<file path="src/rtl/rf_pkg.sv">
// Shared sizing helpers and defaults for the multi-port register file.
package rf_pkg;

   function automatic int unsigned clog2(input int unsigned v);
      int unsigned r;
      r = 0;
      while ((32'd1 << r) < v) r++;
      return r;
   endfunction

   localparam int unsigned RF_XLEN      = 32;
   localparam int unsigned RF_NREGS     = 32;
   localparam int unsigned RF_AW        = clog2(RF_NREGS);
   localparam int unsigned RF_ZERO_ADDR = 0;

   typedef logic [RF_AW-1:0] rf_addr_t;

endpackage

</file>
<file path="src/rtl/reg_file_mp_if.sv">
// Decode/writeback bus of the register file: read ports, write ports, issue and scoreboard.
interface reg_file_mp_if #(
   parameter int unsigned XLEN  = 32,
   parameter int unsigned NREGS = 32,
   parameter int unsigned NRD   = 2,
   parameter int unsigned NWR   = 1
);
   localparam int unsigned AW = rf_pkg::clog2(NREGS);

   logic [NRD*AW-1:0]   rd_addr;
   logic [NRD*XLEN-1:0] rd_data;
   logic [NRD-1:0]      rd_busy;
   logic [NWR-1:0]      wr_en;
   logic [NWR*AW-1:0]   wr_addr;
   logic [NWR*XLEN-1:0] wr_data;
   logic                iss_en;
   logic [AW-1:0]       iss_addr;
   logic [NREGS-1:0]    busy_vec;

   modport master (
      output rd_addr, wr_en, wr_addr, wr_data, iss_en, iss_addr,
      input  rd_data, rd_busy, busy_vec
   );

   modport slave (
      input  rd_addr, wr_en, wr_addr, wr_data, iss_en, iss_addr,
      output rd_data, rd_busy, busy_vec
   );

endinterface

</file>
<file path="src/rtl/rf_scoreboard.sv">
// Per-register busy flags: writeback clears, issue sets, and a same-edge set beats the clear.
module rf_scoreboard import rf_pkg::*; #(
   parameter int unsigned NREGS    = RF_NREGS,
   parameter int unsigned NWR      = 1,
   parameter bit          ZERO_REG = 1'b1,
   localparam int unsigned AW      = clog2(NREGS)
) (
   input  logic              clk_i,
   input  logic              rst_ni,
   input  logic [NWR-1:0]    wr_en_i,
   input  logic [NWR*AW-1:0] wr_addr_i,
   input  logic              iss_en_i,
   input  logic [AW-1:0]     iss_addr_i,
   output logic [NREGS-1:0]  busy_o
);

   logic [NREGS-1:0] busy_q, busy_d;

   always_comb begin
      busy_d = busy_q;
      for (int unsigned j = 0; j < NWR; j++) begin
         if (wr_en_i[j]) busy_d[wr_addr_i[j*AW +: AW]] = 1'b0;
      end
      // A new producer was allocated this cycle, so the older result no longer retires it.
      if (iss_en_i) busy_d[iss_addr_i] = 1'b1;
      if (ZERO_REG) busy_d[RF_ZERO_ADDR] = 1'b0;
   end

   always_ff @(posedge clk_i or negedge rst_ni) begin
      if (!rst_ni) busy_q <= '0;
      else         busy_q <= busy_d;
   end

   assign busy_o = busy_q;

endmodule

</file>
<file path="src/rtl/reg_file_mp.sv">
// Parametrised multi-port register file with busy scoreboard.
// Define RF_BYPASS_EN to forward same-cycle write data onto the read ports.
module reg_file_mp import rf_pkg::*; #(
   parameter int unsigned XLEN     = RF_XLEN,
   parameter int unsigned NREGS    = RF_NREGS,
   parameter int unsigned NRD      = 2,
   parameter int unsigned NWR      = 1,
   parameter bit          ZERO_REG = 1'b1
) (
   input  logic          clk_i,
   input  logic          rst_ni,
   reg_file_mp_if.slave  bus
);

   localparam int unsigned AW = clog2(NREGS);

   logic [XLEN-1:0]     mem_q [NREGS];
   logic [NREGS-1:0]    busy_vec;
   logic [NRD*XLEN-1:0] rd_data;
   logic [NRD-1:0]      rd_busy;
   logic [AW-1:0]       raddr;

   function automatic logic is_zero(input logic [AW-1:0] a);
      return ZERO_REG && (a == AW'(RF_ZERO_ADDR));
   endfunction

   rf_scoreboard #(
      .NREGS    (NREGS),
      .NWR      (NWR),
      .ZERO_REG (ZERO_REG)
   ) u_scoreboard (
      .clk_i      (clk_i),
      .rst_ni     (rst_ni),
      .wr_en_i    (bus.wr_en),
      .wr_addr_i  (bus.wr_addr),
      .iss_en_i   (bus.iss_en),
      .iss_addr_i (bus.iss_addr),
      .busy_o     (busy_vec)
   );

   // Later write ports are applied last, so the highest index wins an address conflict.
   always_ff @(posedge clk_i or negedge rst_ni) begin
      if (!rst_ni) begin
         for (int unsigned r = 0; r < NREGS; r++) mem_q[r] <= '0;
      end else begin
         for (int unsigned j = 0; j < NWR; j++) begin
            if (bus.wr_en[j] && !is_zero(bus.wr_addr[j*AW +: AW])) begin
               mem_q[bus.wr_addr[j*AW +: AW]] <= bus.wr_data[j*XLEN +: XLEN];
            end
         end
      end
   end

   always_comb begin
      rd_data = '0;
      rd_busy = '0;
      raddr   = '0;
      for (int unsigned i = 0; i < NRD; i++) begin
         raddr                   = bus.rd_addr[i*AW +: AW];
         rd_data[i*XLEN +: XLEN] = mem_q[raddr];
         rd_busy[i]              = busy_vec[raddr];
`ifdef RF_BYPASS_EN
         // Gated by reset so the ports still read zero while the array is held clear.
         for (int unsigned j = 0; j < NWR; j++) begin
            if (rst_ni && bus.wr_en[j] && (bus.wr_addr[j*AW +: AW] == raddr) && !is_zero(raddr)) begin
               rd_data[i*XLEN +: XLEN] = bus.wr_data[j*XLEN +: XLEN];
               rd_busy[i]              = bus.iss_en && (bus.iss_addr == raddr);
            end
         end
`endif
         if (is_zero(raddr)) begin
            rd_data[i*XLEN +: XLEN] = '0;
            rd_busy[i]              = 1'b0;
         end
      end
   end

   assign bus.rd_data  = rd_data;
   assign bus.rd_busy  = rd_busy;
   assign bus.busy_vec = busy_vec;

endmodule

</file>
<file path="src/flat_wrapper.sv">
// flat-port wrapper written by rule: the top's interface ports become plain ports
module reg_file_mp_flat import rf_pkg::*;
#(
   parameter int unsigned XLEN     = RF_XLEN,
   parameter int unsigned NREGS    = RF_NREGS,
   parameter int unsigned NRD      = 2,
   parameter int unsigned NWR      = 1,
   parameter bit          ZERO_REG = 1'b1
)
  (clk_i, rst_ni, bus_rd_addr, bus_wr_en, bus_wr_addr, bus_wr_data, bus_iss_en, bus_iss_addr, bus_rd_data, bus_rd_busy, bus_busy_vec);
  reg_file_mp_if #(.XLEN(XLEN), .NREGS(NREGS), .NRD(NRD), .NWR(NWR)) bus_i ();
  input  logic clk_i;
  input  logic rst_ni;
  input wire logic [$bits(bus_i.rd_addr)-1:0] bus_rd_addr;
  input wire logic [$bits(bus_i.wr_en)-1:0] bus_wr_en;
  input wire logic [$bits(bus_i.wr_addr)-1:0] bus_wr_addr;
  input wire logic [$bits(bus_i.wr_data)-1:0] bus_wr_data;
  input wire logic [$bits(bus_i.iss_en)-1:0] bus_iss_en;
  input wire logic [$bits(bus_i.iss_addr)-1:0] bus_iss_addr;
  output wire logic [$bits(bus_i.rd_data)-1:0] bus_rd_data;
  output wire logic [$bits(bus_i.rd_busy)-1:0] bus_rd_busy;
  output wire logic [$bits(bus_i.busy_vec)-1:0] bus_busy_vec;
  assign bus_i.rd_addr = bus_rd_addr;
  assign bus_i.wr_en = bus_wr_en;
  assign bus_i.wr_addr = bus_wr_addr;
  assign bus_i.wr_data = bus_wr_data;
  assign bus_i.iss_en = bus_iss_en;
  assign bus_i.iss_addr = bus_iss_addr;
  assign bus_rd_data = bus_i.rd_data;
  assign bus_rd_busy = bus_i.rd_busy;
  assign bus_busy_vec = bus_i.busy_vec;
  reg_file_mp #(.XLEN(XLEN), .NREGS(NREGS), .NRD(NRD), .NWR(NWR), .ZERO_REG(ZERO_REG)) u_core (.clk_i(clk_i), .rst_ni(rst_ni), .bus(bus_i));
endmodule
</file>
<file path="config.mk">
export PLATFORM = sky130hd
export DESIGN_NAME = reg_file_mp_flat
export DESIGN_NICKNAME = d
export VERILOG_FILES = /design/src/rtl/rf_pkg.sv /design/src/rtl/reg_file_mp_if.sv /design/src/rtl/rf_scoreboard.sv /design/src/rtl/reg_file_mp.sv /design/src/flat_wrapper.sv
export SDC_FILE = /design/constraint.sdc
export NUM_CORES = 2
export LEC_CHECK = 0
export ABC_AREA = 1
export BUFFER_PORTS_ARGS = -buffer_cell sky130_fd_sc_hd__buf_4
export CAP_MARGIN = 20
export CELL_PAD_IN_SITES_DETAIL_PLACEMENT = 1
export CELL_PAD_IN_SITES_GLOBAL_PLACEMENT = 1
export CORE_ASPECT_RATIO = 0.5
export CORE_UTILIZATION = 30
export CTS_CLUSTER_DIAMETER = 80
export CTS_CLUSTER_SIZE = 16
export DETAILED_ROUTE_END_ITERATION = 8
export PLACE_DENSITY = 0.59
export SLEW_MARGIN = 20
export SYNTH_ARGS = -nofsm -noshare
export SYNTH_HDL_FRONTEND = slang
export SYNTH_HIERARCHICAL = 1
export SYNTH_SLANG_ARGS = --single-unit
</file>
<file path="constraint.sdc">
create_clock -name clk_i -period 4.1 [get_ports clk_i]
set_input_delay 0.615 -clock clk_i [delete_from_list [all_inputs] [get_ports clk_i]]
set_output_delay 0.615 -clock clk_i [all_outputs]
set_load 0.02 [all_outputs]
</file>
==> flow_metrics.py <==
metrics = {
    "detailed_routing": {
        "ant_nets": 0,
        "dr.first_iter.drc_count": 5712,
        "wl_per_cell_um": 25.80,
        "route.detailed.drc": 2,
        "viasPerCell": 5.421,
        "num_vias": 59469,
        "routed_wl_mm": 283.0,
        "dr.pass1.iters": 7,
    },
    "logic_synthesis": {
        "synth_flop_cell": "dfrtp_1",
        "syn-instance-count": 8640,
        "async_flop_share_pct": 100.0,
        "synth_area_per_cell_um2": 6.753,
        "ys_types": 18,
        "synth_fa_ha_area_share_pct": 0,
        "synth_top_family_by_area": "simple AND/OR/NAND/NOR gates",
        "ys_ff_latch": 1055,
        "synth_xor_area_share_pct": 0,
        "ys_warn_count": 6,
        "synth.top_cells.by_area": "dfrtp_1, nand2_1, nand3_1",
        "synth_compound_gate_area_share_pct": 10.88,
        "synth_fp_nets": 8696,
        "synth-simple-area-share_pct": 38.19,
        "yosysTopAreaCellShare_pct": 45.24,
        "synth_common_cells": "nand2_1, nand3_1, dfrtp_1",
        "synthMuxAreaShare_pct": 0,
        "synth_edf_count": 0,
        "yosysSeqAreaShare_pct": 45.24,
        "yosysMostFrequentCell": "nand2_1",
        "synth_top_cell_by_area": "dfrtp_1",
        "synth_area_mm2": 0.05835,
    },
    "pwr": {
        "p_sw_uw": 10090,
        "power.clock.fraction_pct": 26.6,
        "switching_share_pct": 35.63,
        "max-vdd-ir-drop_uv": 319.0,
        "seq_power_share_pct": 49.5,
        "p_leak_uw": 0.03055,
        "internal-power_uw": 18220,
        "power_frac_comb_pct": 23.9,
        "p_per_area_mw_per_mm2": 433.1,
    },
    "floorplanning": {
        "ios": 154,
        "die_y_um": 313.9,
        "fp.dieW_um": 625.7,
        "std_cell_rows": 114,
        "fp.coreArea_mm2": 0.1933,
        "dieArea_mm2": 0.1964,
        "start_util_pct": 30.19,
    },
    "sta": {
        "fin_crit_ps": 3795,
        "setup_viol_count_final": 0,
        "report.final.slew_viol_count": 0,
        "hold_viol_final": 0,
        "worst_slew_pin_slew_ps": 1086,
        "finalSetupTns_ps": 0,
        "rsz0062_at_grt": "no",
        "clock.fmax_ghz": 0.2635,
        "skew_ps": 0,
        "post-route-period-util_pct": 92.56,
        "max_slew_margin_pct": 27.13,
    },
    "global_route": {
        "grt_usage_pct": 28.47,
        "grt_pass1_wl_mm": 417.6,
        "grt_pass1_vias": 59004,
        "antenna_found_initial": 11,
        "grt_start_max_net_pins": 134,
        "overflow": 0,
    },
    "critical_path": {
        "reg2regPathDepth": 2,
        "end_kind": "output port",
        "path_max_fanout": 39,
        "slowest_delay_ps": 450,
        "crit_cells": 14,
        "critPathArrivalTime_ps": 3180,
        "required_ps": 3480,
        "path_buf_inv": 6,
        "critPathTopFamily": "buffers and inverters",
        "slowest_stage": "nor2_1",
        "critPathKind": "input port to output port",
        "crit_chain": "buf_8 -> inv_8 -> buf_12 -> buf_12 -> nand2_1 -> nand3_1 -> nand3_1 -> nand2_1 -> nand2_1 -> nand3_1 -> nand2_1 -> nor2_1 -> buf_4 -> buf_4",
        "startpoint_type": "input port",
        "cp_common_cell": "nand2_1",
    },
    "cells_and_area": {
        "fill_cells": 24015,
        "areaGrowthSynthToFinish_pct": 12.00,
        "drive_gt1_share_pct": 6.436,
        "stdcell_count": 10970,
        "finalNetCount": 8411,
        "regArea_mm2": 0.02640,
        "multiInputGateArea_mm2": 0.02890,
    },
    "cts": {
        "cts-hold-fix-buffers": 1,
        "cts_tree": "done",
        "path_clk_slew_ps": 80,
        "clk_path_buf_depth": 3,
        "insertion_delay_ps": 720,
        "htreeDepth": 3,
        "cts_buffers": 75,
        "post-cts-setup-buffers": 0,
        "ctsResizeCount": 0,
        "clock-sinks": 1055,
        "cts_root_buf": "clkbuf_16",
    },
    "place": {
        "port-buffer-count": 152,
        "numPlacedInstances": 10882,
        "gp_congestion": 0.8358,
        "dpl.hpwl_mm": 166.8,
    },
    "flow_run": {
        "cap_violations": 0,
    },
    "hold_path": {
        "hold_path.class": "input port to register",
        "min_path_cells": 4,
    },
    "outcome": {
        "violations": "DRC",
        "status": "complete, but fails checks",
    },
}
-- state kept, by name, summed over array words and instances (netlist names) --
register,flops
u_core/mem_q,1024
u_core/u_scoreboard/busy_o,31
-- cells in the final DEF (no fill, tap or decap), drive strengths merged, types with 20 or more instances in the layout --
master  count
clkbuf     82
nand2    3578
buf       409
nor3       20
nor2      415
o21ai    1015
a21oi     254
dfrtp    1055
nand3    1428
inv        88
-- power groups by stage --
stage	combinational, uW	clock, uW	sequential (uW)
3_3_place_gp	6550	0	14200
2_1_floorplan	4300	0	13800
6_report	6770	7510	14000
5_1_grt	7650	7990	14300
4_1_cts	6760	7710	14000
3_5_place_dp	6740	0	14200
-- worst paths after layout --
path                                    startpoint                       endpoint  slack (ps)
worst max-delay path                bus_rd_addr[5]                bus_rd_data[45]         300
min in group asynchronous                   rst_ni              u_core/mem_q[632]         460
worst min-delay path               bus_iss_addr[2]  u_core/u_scoreboard/busy_o[1]         260
worst min register to register  u_core/mem_q[1002]             u_core/mem_q[1002]         410
worst max register to register    u_core/mem_q[87]               u_core/mem_q[87]        3310
max in group asynchronous                   rst_ni               u_core/mem_q[42]        2410
-- tightest hold or removal path: cells and delay by family --
family,cells,cell delay (ps)
buf+inv,1,110
simple gates,3,200
-- metrics by stage --
stage          hold slack, ps  power, uW  area [um2]  util, %  setup slack [ps]
2_1_floorplan           319.4      18070       58350        -              1317
3_3_place_gp            388.2      20730       63220    32.71             306.6
3_5_place_dp            392.6      20910       63240    32.72             278.3
4_1_cts                 201.5      28460       65240    33.75             271.4
5_1_grt                 249.1      29930       65350    33.81             212.3
6_report                257.2      28300       65350    33.81             304.9
-- cell type report --
class	instances	area share, %
antenna	1	0.003829
clock buffer	80	3.031
clock inverter	1	0.01340
inverter	97	0.6356
multi-input combinational	6714	44.22
sequential	1055	40.40
tap	2610	4.997
timing repair buffer	412	6.701
-- kinds of logic after synthesis --
| group | count (synthesis) |
|---|---|
| other cells | 1 |
| flops | 1055 |
| buf+inv | 871 |
| compound gates | 1269 |
| simple gates | 5444 |
-- routing by layer --
metal / vias up / wire (um) / part of all wire [%] / GRT usage (%)
li1: 27376 / - / - / -
met1: 30309 / 136300 / 48 / 41.56
met2: 1488 / 126200 / 45 / 45.02
met3: 290 / 14280 / 5.0 / 3.404
met4: 6 / 6314 / 2.2 / 6.276
met5: - / 37 / 0.013 / 0
Note: power is estimated with default switching activity, not from simulation.
